## config.mk

```make
export PLATFORM = sky130hd
export DESIGN_NAME = axi_reg_arb
export DESIGN_NICKNAME = d
export VERILOG_FILES = /design/src/rtl/axi_reg_arb.sv
export SDC_FILE = /design/constraint.sdc
export NUM_CORES = 1
export LEC_CHECK = 0
export CAP_MARGIN = 20
export CORE_AREA = 3 3 126 128
export CTS_BUF_LIST = sky130_fd_sc_hd__clkbuf_8
export DETAILED_ROUTE_END_ITERATION = 8
export DIE_AREA = 0 0 129 131
export HOLD_SLACK_MARGIN = 0.15
export PLACE_DENSITY = 0.82
export REMOVE_ABC_BUFFERS = 1
export SYNTH_ARGS = -nofsm -noshare
export SYNTH_HDL_FRONTEND = slang
export SYNTH_SLANG_ARGS = --single-unit
```

## constraint.sdc

```tcl
create_clock -name clk -period 4.7 [get_ports clk]
set_input_delay 0.94 -clock clk [delete_from_list [all_inputs] [get_ports clk]]
set_output_delay 0.94 -clock clk [all_outputs]
set_load 0.1 [all_outputs]
```

## src/rtl/axi_reg_arb.sv

```systemverilog
// rtl/axi_reg_arb.sv - two-requester arbiter onto an AXI-Lite register slave
// One transaction outstanding at a time; a watchdog bounds every bus transaction.
module axi_reg_arb #(
    parameter int DATA_WIDTH = 32,
    parameter int ADDR_WIDTH = 32,
    parameter int TIMEOUT    = 255
) (
    input  logic                    clk,
    input  logic                    areset,
    input  logic [1:0]              req_valid_i,
    input  logic [1:0]              req_write_i,
    input  logic [2*ADDR_WIDTH-1:0] req_addr_i,
    input  logic [2*DATA_WIDTH-1:0] req_wdata_i,
    input  logic [7:0]              req_wstrb_i,
    output logic [1:0]              req_ready_o,
    output logic [1:0]              rsp_valid_o,
    output logic [DATA_WIDTH-1:0]   rsp_rdata_o,
    output logic                    rsp_err_o,
    output logic [ADDR_WIDTH-1:0]   awaddr_o,
    output logic                    awvalid_o,
    input  logic                    awready_i,
    output logic [DATA_WIDTH-1:0]   wdata_o,
    output logic [3:0]              wstrb_o,
    output logic                    wvalid_o,
    input  logic                    wready_i,
    input  logic [1:0]              bresp_i,
    input  logic                    bvalid_i,
    output logic                    bready_o,
    output logic [ADDR_WIDTH-1:0]   araddr_o,
    output logic                    arvalid_o,
    input  logic                    arready_i,
    input  logic [DATA_WIDTH-1:0]   rdata_i,
    input  logic                    rvalid_i,
    output logic                    rready_o
);

    localparam int WD_W = $clog2(TIMEOUT + 1);

    typedef enum logic [2:0] {IDLE, WR_ADDR, WR_RESP, RD_ADDR, RD_DATA} state_t;

    state_t                  state_q;
    logic                    last_grant_q;
    logic [WD_W-1:0]         wd_q;
    logic [ADDR_WIDTH-1:0]   addr_q;
    logic [DATA_WIDTH-1:0]   wdata_q;
    logic [3:0]              wstrb_q;
    logic [1:0]              req_ready_q;
    logic [1:0]              rsp_valid_q;
    logic [DATA_WIDTH-1:0]   rsp_rdata_q;
    logic                    rsp_err_q;
    logic                    awvalid_q;
    logic                    wvalid_q;
    logic                    bready_q;
    logic                    arvalid_q;
    logic                    rready_q;

    logic                    grant_d;
    logic [ADDR_WIDTH-1:0]   sel_addr_d;
    logic [DATA_WIDTH-1:0]   sel_wdata_d;
    logic [3:0]              sel_wstrb_d;
    logic                    sel_write_d;
    logic                    aw_done_d;
    logic                    w_done_d;
    logic [1:0]              rsp_onehot_d;
    logic                    timeout_d;

    always_comb begin
        // On a tie the requester that did not win last time gets the bus.
        grant_d      = (&req_valid_i) ? ~last_grant_q : req_valid_i[1];
        sel_addr_d   = grant_d ? req_addr_i[2*ADDR_WIDTH-1:ADDR_WIDTH] : req_addr_i[ADDR_WIDTH-1:0];
        sel_wdata_d  = grant_d ? req_wdata_i[2*DATA_WIDTH-1:DATA_WIDTH] : req_wdata_i[DATA_WIDTH-1:0];
        sel_wstrb_d  = grant_d ? req_wstrb_i[7:4] : req_wstrb_i[3:0];
        sel_write_d  = grant_d ? req_write_i[1] : req_write_i[0];
        aw_done_d    = !awvalid_q || awready_i;
        w_done_d     = !wvalid_q || wready_i;
        rsp_onehot_d = last_grant_q ? 2'b10 : 2'b01;
        timeout_d    = (state_q != IDLE) && (wd_q == WD_W'(TIMEOUT - 1));
    end

    always_ff @(posedge clk or negedge areset) begin
        if (!areset) begin
            state_q      <= IDLE;
            last_grant_q <= 1'b1;
            wd_q         <= '0;
            addr_q       <= '0;
            wdata_q      <= '0;
            wstrb_q      <= '0;
            req_ready_q  <= '0;
            rsp_valid_q  <= '0;
            rsp_rdata_q  <= '0;
            rsp_err_q    <= 1'b0;
            awvalid_q    <= 1'b0;
            wvalid_q     <= 1'b0;
            bready_q     <= 1'b0;
            arvalid_q    <= 1'b0;
            rready_q     <= 1'b0;
        end else begin
            req_ready_q <= '0;
            rsp_valid_q <= '0;
            if (state_q != IDLE) begin
                wd_q <= wd_q + 1'b1;
            end
            case (state_q)
                IDLE: begin
                    if (|req_valid_i) begin
                        last_grant_q <= grant_d;
                        req_ready_q  <= grant_d ? 2'b10 : 2'b01;
                        wd_q         <= '0;
                        addr_q       <= sel_addr_d;
                        wdata_q      <= sel_wdata_d;
                        wstrb_q      <= sel_wstrb_d;
                        if (sel_write_d) begin
                            state_q   <= WR_ADDR;
                            awvalid_q <= (sel_addr_d < ADDR_WIDTH'(8));
                            wvalid_q  <= (sel_addr_d < ADDR_WIDTH'(8));
                        end else begin
                            state_q   <= RD_ADDR;
                            arvalid_q <= 1'b1;
                        end
                    end
                end
                WR_ADDR: begin
                    if (addr_q >= ADDR_WIDTH'(8)) begin
                        rsp_valid_q <= rsp_onehot_d;
                        rsp_err_q   <= 1'b1;
                        state_q     <= IDLE;
                    end else begin
                        if (awready_i) awvalid_q <= 1'b0;
                        if (wready_i)  wvalid_q  <= 1'b0;
                        if (aw_done_d && w_done_d) begin
                            bready_q <= 1'b1;
                            state_q  <= WR_RESP;
                        end
                    end
                end
                WR_RESP: begin
                    if (bvalid_i) begin
                        bready_q    <= 1'b0;
                        rsp_valid_q <= rsp_onehot_d;
                        rsp_err_q   <= (bresp_i != 2'b00);
                        state_q     <= IDLE;
                    end
                end
                RD_ADDR: begin
                    if (arready_i) begin
                        arvalid_q <= 1'b0;
                        rready_q  <= 1'b1;
                        state_q   <= RD_DATA;
                    end
                end
                RD_DATA: begin
                    if (rvalid_i) begin
                        rready_q    <= 1'b0;
                        rsp_rdata_q <= rdata_i;
                        rsp_valid_q <= rsp_onehot_d;
                        rsp_err_q   <= 1'b0;
                        state_q     <= IDLE;
                    end
                end
                default: state_q <= IDLE;
            endcase
            // Watchdog expiry overrides whatever the bus did this cycle.
            if (timeout_d) begin
                awvalid_q   <= 1'b0;
                wvalid_q    <= 1'b0;
                bready_q    <= 1'b0;
                arvalid_q   <= 1'b0;
                rready_q    <= 1'b0;
                rsp_valid_q <= rsp_onehot_d;
                rsp_err_q   <= 1'b1;
                state_q     <= IDLE;
            end
        end
    end

    assign req_ready_o = req_ready_q;
    assign rsp_valid_o = rsp_valid_q;
    assign rsp_rdata_o = rsp_rdata_q;
    assign rsp_err_o   = rsp_err_q;
    assign awaddr_o    = addr_q;
    assign araddr_o    = addr_q;
    assign awvalid_o   = awvalid_q;
    assign wdata_o     = wdata_q;
    assign wstrb_o     = wstrb_q;
    assign wvalid_o    = wvalid_q;
    assign bready_o    = bready_q;
    assign arvalid_o   = arvalid_q;
    assign rready_o    = rready_q;

endmodule

```

Word-level counts from Yosys, hierarchy flattened --
Index checks and enable logic that the tools add are counted.
Operators by class: muxes and demuxes 54, reductions and logical operators 25, shifts and indexed selects 0, $lt $le $gt $ge 2, equal/unequal tests 17, add/subtract/negate cells 1, divide/modulo/power cells 0, bitwise logic cells 1, multipliers 0
Operator list (number):
- 2-to-1 mux 32 bit | 2
- != test 3 bit, second input constant | 11
- greater-or-equal comparator 32 x 4 -> 1 bit, second input constant | 1
- < comparator 32 x 4 -> 1 bit, second input constant | 1
- 2-to-1 mux 1 bit | 24
- 2-to-1 mux 8 bit | 3
- 2-to-1 mux 3 bit | 7
- 2-to-1 mux 2 bit | 9
- case mux 3 bit (5 select lines) | 1
- AND reduction 5 bit | 3
- nonzero test 3 bit | 5
- AND reduction 4 bit | 3
- case mux 1 bit (2 select lines) | 5
- adder 8 x 1 -> 8 bit, second input constant | 1
- equality test 8 bit, second input constant | 1
- equality test 3 x 2 -> 1 bit, second input constant | 2
- case mux 2 bit (3 select lines) | 1
- AND reduction 2 bit | 3
- 2-to-1 mux 4 bit | 1
- != test 4 bit, second input constant | 1
- nonzero test 4 bit | 1
- equality test 3 x 1 -> 1 bit, second input constant | 1
- equality test 3 bit, second input constant | 1
- logical NOT 3 bit | 1
- 8 further kinds | 11
Word-level totals: logic and storage cells 115, memory bits (read-only) 0, RAM bits 0, memories 0, latch bits 0, bits in registers 122

Logic depth before layout (Yosys ltp) --
Gate-level depths: netlist of run 1.
depth after elaboration 8, gate-level depth with buffers 8, depth with buffers taken out 7

Worst setup path after synthesis of run 1 --
No wires, ideal clock.
path kind flip-flop to output port, from reg addr_q[20], in the netlist araddr_o[20], to out awaddr_o[20], buffers on the path 1, slack 2.389 ns, cell stages (with the launch flop) 2, data required time 3.760 ns, data arrival time 1.371 ns, path through dfrtp_1 buf_4
RTL lines:
- from (decl) | line 44 | logic [ADDR_WIDTH-1:0] addr_q;
- from (signal assigned) | line 109 | addr_q <= sel_addr_d;
- to (decl) | line 19 | output logic [ADDR_WIDTH-1:0] awaddr_o,
No word-level cell between the ends.

Worst setup path after layout of run 1 --
from reg addr_q[28], in the netlist araddr_o[28], to out araddr_o[28]
RTL lines:
- to (decl) | line 29 | output logic [ADDR_WIDTH-1:0] araddr_o,
No word-level cell between the ends.

==> impl_results.md, run 1 <==
* Status: completed
* Crit path max fanout at 4
* Number of port buffers at between 300 and 400
* # DRC at 0
* Hold_buf cts at 0
* Slew headroom at 30.3%
* Via density at 5.19
* Unrepaired setup endpoints after global routing: false
* Commonest cells in the netlist: 156 x nand2_1, 121 x dfrtp_1, 87 x nor2_1
* Hold crit path type: flop to flop
* # clock sinks at 122
* Most common cell in the netlist: nand2_1
* Total wire length at 20100 um
* Clock Tree Buf Depth at 2
* Final net count at between 1000 and 1500
* Hold Path Origin: rsp_rdata_o[28]
* CTS tree: done
* Crit-path cells: clkdlybuf4s50_1
* Critical path launch point type: flop
* Synth async-reset ratio at 100%
* Routed wire per std cell at approximately 18 um
* Hold endpoint: rsp_rdata_o[28]
* Primary FF master, synth: dfrtp_1
* CP peak stage delay at 1190 ps
* Pin slew with the least headroom to its limit at between 1000 and 1500 ps
* Die ar. at between 15000 and 20000 um2
* Via Count at ~5900
* Initial antenna violation count at 1
* Register-to-register setup slack at 2340 ps
* Count of cell types in the netlist at 50
* Worst path slowest cell: clkdlybuf4s50_1
* Clock Skews at 10.1 ps
* First-pass GRT wire length at 30400 um
* Num rows at 45
* Initial Utilization at 39.6%
* Yosys top cell by area: dfrtp_1
* Cell family with most CP delay: buffers and inverters
* Post-CTS Resized at 0
* Core area at 15000 um2
* Clock H-tree levels at 4
* Final min period at 3050 ps
* Area added between synthesis and finish at 58.7%
* Die Y at 131 um
* Min-Delay Path Depth at 1
* Clk_lat worst skew at between 400 and 500 ps
* Hpwl dp at about 15000 um
* Iter 0 DRT Violations at 373
* Setup CP Type: flop to output pin
* Overall die width at about 130 um
* Max Cap Viol at 0
* Final setup TNS at 0 ps
* Yosys top cell area share at 51.0%
* F_max at about 0.33 GHz
* Grt total ovfl at 0
* Cells after DPL at 1097
* CP endpoint kind: output pin
* First drt pass iteration count at 5
* Gpl congestion at about 0.9
* Final setup viols at 0
* Finished Core Util at 62.9%
* Req. time, crit path at 3760 ps
* Io pins at 323
* Buf+Inv Stages, Crit Path at 1
* Syn avg cell area at 9.14 um2
* Post-Syn Area at 5940 um2
* Filler cell count at 1269
* Worst R2R Start: araddr_o[27]
* Tcrit/Tclk final at 65.0%
* Slew Viols, Final at 0
* ANT nets after route at 0
* Share of cells above drive strength 1 at 6.27%
* Root buffer cell: clkbuf_8
* Cells after Synth at 650
* Area contributors post-synth: dfrtp_1 51%, nand2_1 9.9%, a31oi_1 7.6%
* CTS Buf Count at 17
* CP arrival at about 2100 ps
* Total track usage at 23.6%
* Clock transition at path regs at 70 ps
* YS warnings at 0
* Largest net degree at the start of global routing at 80
* Final count of hold timing violations at 0
* FF-to-FF End: bready_o
* Fin cells at around 1100
* Vias in the first global route at 5644
* Post-synth EDFFs at 0
* Worst Reg-to-Reg Cells at 5
* Synthesized flop and latch total at between 100 and 150
* Setup bufs post-CTS at 0
* Sequential cell area fraction in the yosys report at 51.4%
-- per-layer routing --
metal | up-vias | share of wire, % | GRT usage, %
met5 | - | 0 | 0
met4 | 0 | 1.6 | 8.34
met3 | 27 | 8.3 | 6.30
met2 | 284 | 51 | 40.4
met1 | 2777 | 39 | 28.7
li1 | 2779 | - | -
-- sequential cells by signal (all words and copies together), names as in the netlist --
| signal | count |
|---|---|
| wvalid_o | 1 |
| last_grant_q | 1 |
| wd_q | 8 |
| wstrb_o | 4 |
| arvalid_o | 1 |
| rsp_err_o | 1 |
| rready_o | 1 |
| wdata_o | 32 |
| rsp_valid_o | 2 |
| req_ready_o | 2 |
| araddr_o | 32 |
| bready_o | 1 |
| awvalid_o | 1 |
| state_q | 3 |
| rsp_rdata_o | 32 |
-- final cells by class --
class | count | area (um2) | share of cell area [%]
clock inverters | 14 | 116 | 1.23
multi-input cells | 450 | 2460 | 26.1
flip-flops and latches | 122 | 3050 | 32.4
repair buffers | 331 | 3290 | 34.9
inverters | 6 | 22.5 | 0.239
diodes | 1 | 2.50 | 0.0265
clock buffers | 18 | 248 | 2.63
well taps | 188 | 235 | 2.50
-- cells in the final DEF (no fill, tap or decap), drive strengths merged, types with 2 or more instances in the layout --
cell type,netlist,routed
a211oi,2,2
a21oi,5,5
a22oi,2,2
a31oi,72,72
and3,3,3
buf,55,10
bufinv,0,2
clkbuf,17,18
clkdlybuf4s50,0,321
clkinv,0,6
dfrtp,121,121
ha,2,2
inv,6,11
mux2,34,34
mux2i,2,2
nand2,156,156
nand3,2,2
nand4,7,7
nor2,88,88
nor2b,3,3
nor3,7,7
nor4,19,19
o211ai,3,3
o21a,2,2
o21ai,20,20
o22ai,3,3
o31ai,2,2
or3,2,2
-- worst max-delay path by stage --
stage / from / endpoint / slack [ps] / cells past startpoint
floorplan: req_valid_i[0] / araddr_o[0] / -890 / 3
CTS: araddr_o[31] / araddr_o[31] / 1600 / 1
global placement: req_valid_i[0] / wdata_o[24] / 1740 / 6
detailed placement: req_valid_i[0] / wdata_o[20] / 1660 / 6
finish: araddr_o[28] / araddr_o[28] / 1650 / 1
global route: araddr_o[31] / araddr_o[31] / 1560 / 1
-- cells by family after synthesis --
group                      after synthesis  share of synthesized area (%)
muxes                                   36                           6.85
adders and majority gates                2                          0.421
DFF                                    122                           51.4
xor gates and xnor gates                 1                          0.148
buffers and inverters                   78                           7.52
AOI/OAI and AO/OA                      118                           12.5
and+or+nand+nor                        293                           21.1
-- through the flow --
step	hold slack, ps	instance area [um2]	setup WS (ps)
3_5_place_dp	474	9060	1660
5_1_grt	498	9430	1560
3_3_place_gp	468	9060	1740
6_report	486	9430	1650
2_1_floorplan	454	5510	-891
4_1_cts	490	9420	1600
Power of run 1 is not shown: default switching activity piles up to over one toggle a cycle in this logic, so the estimate is an artifact.
==> run 2, diff against run 1 <==
--- a/config.mk
+++ b/config.mk
@@ -6,12 +6,12 @@
 export NUM_CORES = 1
 export LEC_CHECK = 0
 export CAP_MARGIN = 20
-export CORE_AREA = 3 3 126 128
+export CORE_MARGIN = 3
+export CORE_UTILIZATION = 36
 export CTS_BUF_LIST = sky130_fd_sc_hd__clkbuf_8
 export DETAILED_ROUTE_END_ITERATION = 8
-export DIE_AREA = 0 0 129 131
 export HOLD_SLACK_MARGIN = 0.15
-export PLACE_DENSITY = 0.82
+export PLACE_DENSITY = 0.79
 export REMOVE_ABC_BUFFERS = 1
 export SYNTH_ARGS = -nofsm -noshare
 export SYNTH_HDL_FRONTEND = slang
==> constraint.sdc (replaced) <==
create_clock -name clk -period 2.5 [get_ports clk]
set_input_delay 0.5 -clock clk [delete_from_list [all_inputs] [get_ports clk]]
set_output_delay 0.5 -clock clk [all_outputs]
set_load 0.1 [all_outputs]
==> run 2 against run 1 <==
Critical path depth is 5 higher; flip-flop and latch count stayed put; cell count is 3.0% higher; register-to-register slack worse by 2000 ps; hold slack hardly changed; global-route usage is 1.3 points lower; via count is 0.48% higher; highest routed layer unchanged.
==> impl_results.md, run 2 (synthesized netlist as in run 1, its figures left out) <==
* Antenna diodes at 0
* Min-Delay Path Depth at 1
* Via Count at about 6000
* Pin slew with the least headroom to its limit at approximately 540 ps
* Vias in the first global route at 5672
* Final setup viols at 0
* Req. time, crit path at 2820 ps
* Overall die width at 134 um
* Hold crit path type: flop to flop
* Hold Path Origin: rsp_rdata_o[3]
* Slew Viols, Final at 0
* Worst R2R Start: araddr_o[27]
* Commonest non-fill, non-tap cell in the layout: clkdlybuf4s50_1
* Final critical-path setup slack at 337 ps
* Share of cells above drive strength 1 at approximately 22%
* Total wire length at 20600 um
* First-pass GRT wire length at 31200 um
* F_max at 0.462 GHz
* Die Y at 134 um
* Register area at around 3100 um2
* Clk_lat worst skew at 440 ps
* # DRC at 0
* Met3 Use GR at about 5.6%
* Most frequent cells in the layout: 179 x clkdlybuf4s50_1, 155 x nand2_1, 152 x buf_4
* Initial antenna violation count at 0
* Area added between synthesis and finish at 56.9%
* Clock transition at path regs at ~70 ps
* Crit path max fanout at 7
* CTS tree: done
* Status: completed
* Filler cell count at 1458
* Via density at 5.06
* Largest net degree at the start of global routing at between 80 and 90
* FF-to-FF End: rsp_err_o
* Pre-CTS setup slack at 137 ps
* Finished Core Util at 58.2%
* Number of port buffers at roughly 320
* Core area at 16000 um2
* Num rows at 46
* Final net count at about 1100
* Unrepaired setup endpoints after global routing: false
* Hold_buf cts at 1
* Iter 0 DRT Violations at 480
* M2 GR Usage at approximately two fifths
* Tcrit/Tclk final at 86.5%
* Initial Utilization at 37.1%
* Slew headroom at 63.7%
* Critical path launch point type: flop
* Gpl congestion at between 0.8 and 0.9
* CP arrival at 2480 ps
* Io pins at 323
* Final min period at roughly 2200 ps
* Clock Skews at 10.2 ps
* Routed wire per std cell at 17.7 um
* Setup CP Type: flop to flop
* CP endpoint kind: flop
* Area of the multi-input gates at between 2000 and 2500 um2
* Max Cap Viol at 0
* ANT nets after route at 0
* Root buffer cell: clkbuf_8
* Final count of hold timing violations at 0
* # clock sinks at 122
* First drt pass iteration count at 5
* Setup bufs post-CTS at 0
* Hold endpoint: rsp_rdata_o[3]
* Hpwl dp at approximately 16000 um
* CTS Buf Count at 17
* Register-to-register setup slack at 340 ps
* Grt peak-use layer: met2
* Post-CTS Resized at 0
* Grt total ovfl at 0
* Final setup TNS at 0 ps
* GRT met1 Usage at ~27%
* Worst Reg-to-Reg Cells at 6
* Total track usage at 22.2%
* Clock H-tree levels at 4
* Clock Tree Buf Depth at 2
* Die ar. at roughly 18000 um2
## run 2: per-stage QoR
stage               instance area (um2)  hold slack (ps)  cells
finish                             9320              486   1164
global placement                   8860              470   1131
detailed placement                 8860              476   1131
CTS                                9320              492   1164
global route                       9320              503   1164
floorplan                          5510              204    578
## run 2: worst max-delay path by stage
| stage | to | depth (start not counted) | slack [ps] | from |
|---|---|---|---|---|
| global route | rsp_err_o | 6 | 110 | araddr_o[27] |
| detailed placement | wvalid_o | 7 | 140 | req_addr_i[22] |
| global placement | wvalid_o | 7 | 140 | req_addr_i[22] |
| finish | rsp_err_o | 6 | 340 | araddr_o[27] |
| floorplan | araddr_o[0] | 3 | -3050 | state_q[0] |
| CTS | rsp_err_o | 6 | 330 | araddr_o[27] |
## run 2: final cells by class
type / instances / share of cell area (%)
timing repair buffer: 338 / 32.9
sequential: 122 / 32.8
multi-input combinational: 450 / 26.4
clock buffer: 20 / 2.96
tap: 216 / 2.90
clock inverter: 12 / 1.84
inverter: 6 / 0.242
## run 2: critical path, stage by stage, from the launching register on
cell      delay (ps)
dfrtp_1          440
nor4_1           350
buf_4            170
nand2_1           70
nor4_4           480
o221ai_2         200
mux2_4           320
## run 2: metal layers
metal	part of all wire [%]	vias up
li1	-	2792
met1	40	2789
met2	50	285
met3	7.9	29
met4	1.6	0
met5	0	-
Power of run 2 is left out for the same reason.
==> run 3, diff against run 2 <==
--- a/config.mk
+++ b/config.mk
@@ -6,12 +6,12 @@
 export NUM_CORES = 1
 export LEC_CHECK = 0
 export CAP_MARGIN = 20
-export CORE_MARGIN = 3
+export CORE_MARGIN = 2
 export CORE_UTILIZATION = 36
 export CTS_BUF_LIST = sky130_fd_sc_hd__clkbuf_8
 export DETAILED_ROUTE_END_ITERATION = 8
 export HOLD_SLACK_MARGIN = 0.15
-export PLACE_DENSITY = 0.79
+export PLACE_DENSITY_LB_ADDON = 0.3
 export REMOVE_ABC_BUFFERS = 1
 export SYNTH_ARGS = -nofsm -noshare
 export SYNTH_HDL_FRONTEND = slang
==> run 3 against run 2 <==
Die area decreased by 3.0%; flip-flop and latch count unchanged; core utilization shrank 0.57 points; routed wire length shrank 2.8%; fmax is 6.2% lower; clock skew about the same; global-route usage rose by 0.74 points; highest routed layer unchanged.
==> impl_results.md, run 3 (synthesized netlist as in run 1, its figures left out) <==
* Area added between synthesis and finish at 55.3%
* Pre-CTS setup slack at 201 ps
* Slew headroom at 61.4%
* Status: completed
* Req. time, crit path at 2820 ps
* Clock Skews at around 10 ps
* Number of port buffers at 322
* CTS Buf Count at 17
* F_max at 0.434 GHz
* Initial Utilization at between 30% and 40%
* Antenna diodes at 0
* Tcrit/Tclk final at 92.3%
* Hpwl dp at 15200 um
* CTS tree: done
* Final setup TNS at 0 ps
* Most frequent cells in the layout: 179 x clkdlybuf4s50_1, 155 x nand2_1, 150 x buf_4
* Hold_buf cts at 1
* Routed wire per std cell at around 17 um
* Io pins at 323
* Clk_lat worst skew at around 440 ps
* Vias in the first global route at 5770
* Crit path max fanout at 7
* Iter 0 DRT Violations at 314
* First-pass GRT wire length at 31300 um
* Post-CTS Resized at 0
* Die ar. at 17500 um2
* Share of cells above drive strength 1 at 21.8%
* Num rows at 46
* Initial antenna violation count at 0
* Largest net degree at the start of global routing at 71
* Overall die width at ~130 um
* Final critical-path setup slack at 194 ps
* Gpl congestion at 0.850
* CP arrival at 2630 ps
* # clock sinks at 122
* Clock H-tree levels at 4
* Pin slew with the least headroom to its limit at 578 ps
* Unrepaired setup endpoints after global routing: false
* Hold crit path type: flop to flop
* Grt total ovfl at 0
* Die Y at 132 um
* Total track usage at 23.0%
* Core area at 16000 um2
* Critical path launch point type: flop
* Final net count at around 1100
* Setup CP Type: flop to flop
* Final count of hold timing violations at 0
* Via density at 5.01
* Clock transition at path regs at 70 ps
* Total wire length at 20000 um
* First drt pass iteration count at 6
* Hold_ws at slightly below 500 ps
* Clock Tree Buf Depth at 2
* Root buffer cell: clkbuf_8
* Max Cap Viol at 0
* Final min period at ~2300 ps
* Setup bufs post-CTS at 0
* Via Count at 5820
* # DRC at 0
* Slew Viols, Final at 0
* Final setup viols at 0
* ANT nets after route at 0
* CP endpoint kind: flop
* Commonest non-fill, non-tap cell in the layout: clkdlybuf4s50_1
==> run 3: final timing paths <==
| kind | endpoint | slack, ps | cells past startpoint | from |
|---|---|---|---|---|
| worst max-delay path | rsp_err_o | 190 | 6 | araddr_o[26] |
| worst min-delay path | rsp_rdata_o[5] | 490 | 1 | rsp_rdata_o[5] |
| worst max register to register | rsp_err_o | 190 | 6 | araddr_o[26] |
| worst min register to register | rsp_rdata_o[5] | 490 | 1 | rsp_rdata_o[5] |
| max in group asynchronous | last_grant_q | 1200 | 3 | areset |
| min in group asynchronous | rsp_err_o | 600 | 2 | areset |
==> run 3: layout make-up <==
cell class                 instances  area, um2
clock buffer                      19        262
clock inverter                    12        109
fill                            1478       6780
inverter                           6       22.5
multi-input combinational        450       2460
sequential                       122       3050
tap                              216        270
timing repair buffer             336       3050
==> run 3: per-layer routing <==
layer | up-vias | GRT usage [%] | part of all wire [%]
met5 | - | 0 | 0
met1 | 2720 | 26.4 | 39
met3 | 37 | 7.16 | 8.2
li1 | 2797 | - | -
met4 | 0 | 9.38 | 2.9
met2 | 266 | 39.8 | 50
==> run 3: worst max-delay path: stages (launching register included) <==
cell and delay (ps):
dfrtp_1 430, nor4_1 490, buf_4 190, nand2_1 80, nor4_4 470, o221ai_2 200, mux2_4 330
==> run 3: metrics by stage <==
step / util, % / std cells / cell area (um2)
after floorplan: - / 578 / 5510
after global placement: 55.3 / 1129 / 8840
after detailed placement: 55.3 / 1129 / 8840
after CTS: 57.6 / 1161 / 9220
after global routing: 57.6 / 1161 / 9220
final: 57.6 / 1161 / 9220
Power of run 3 is left out for the same reason.
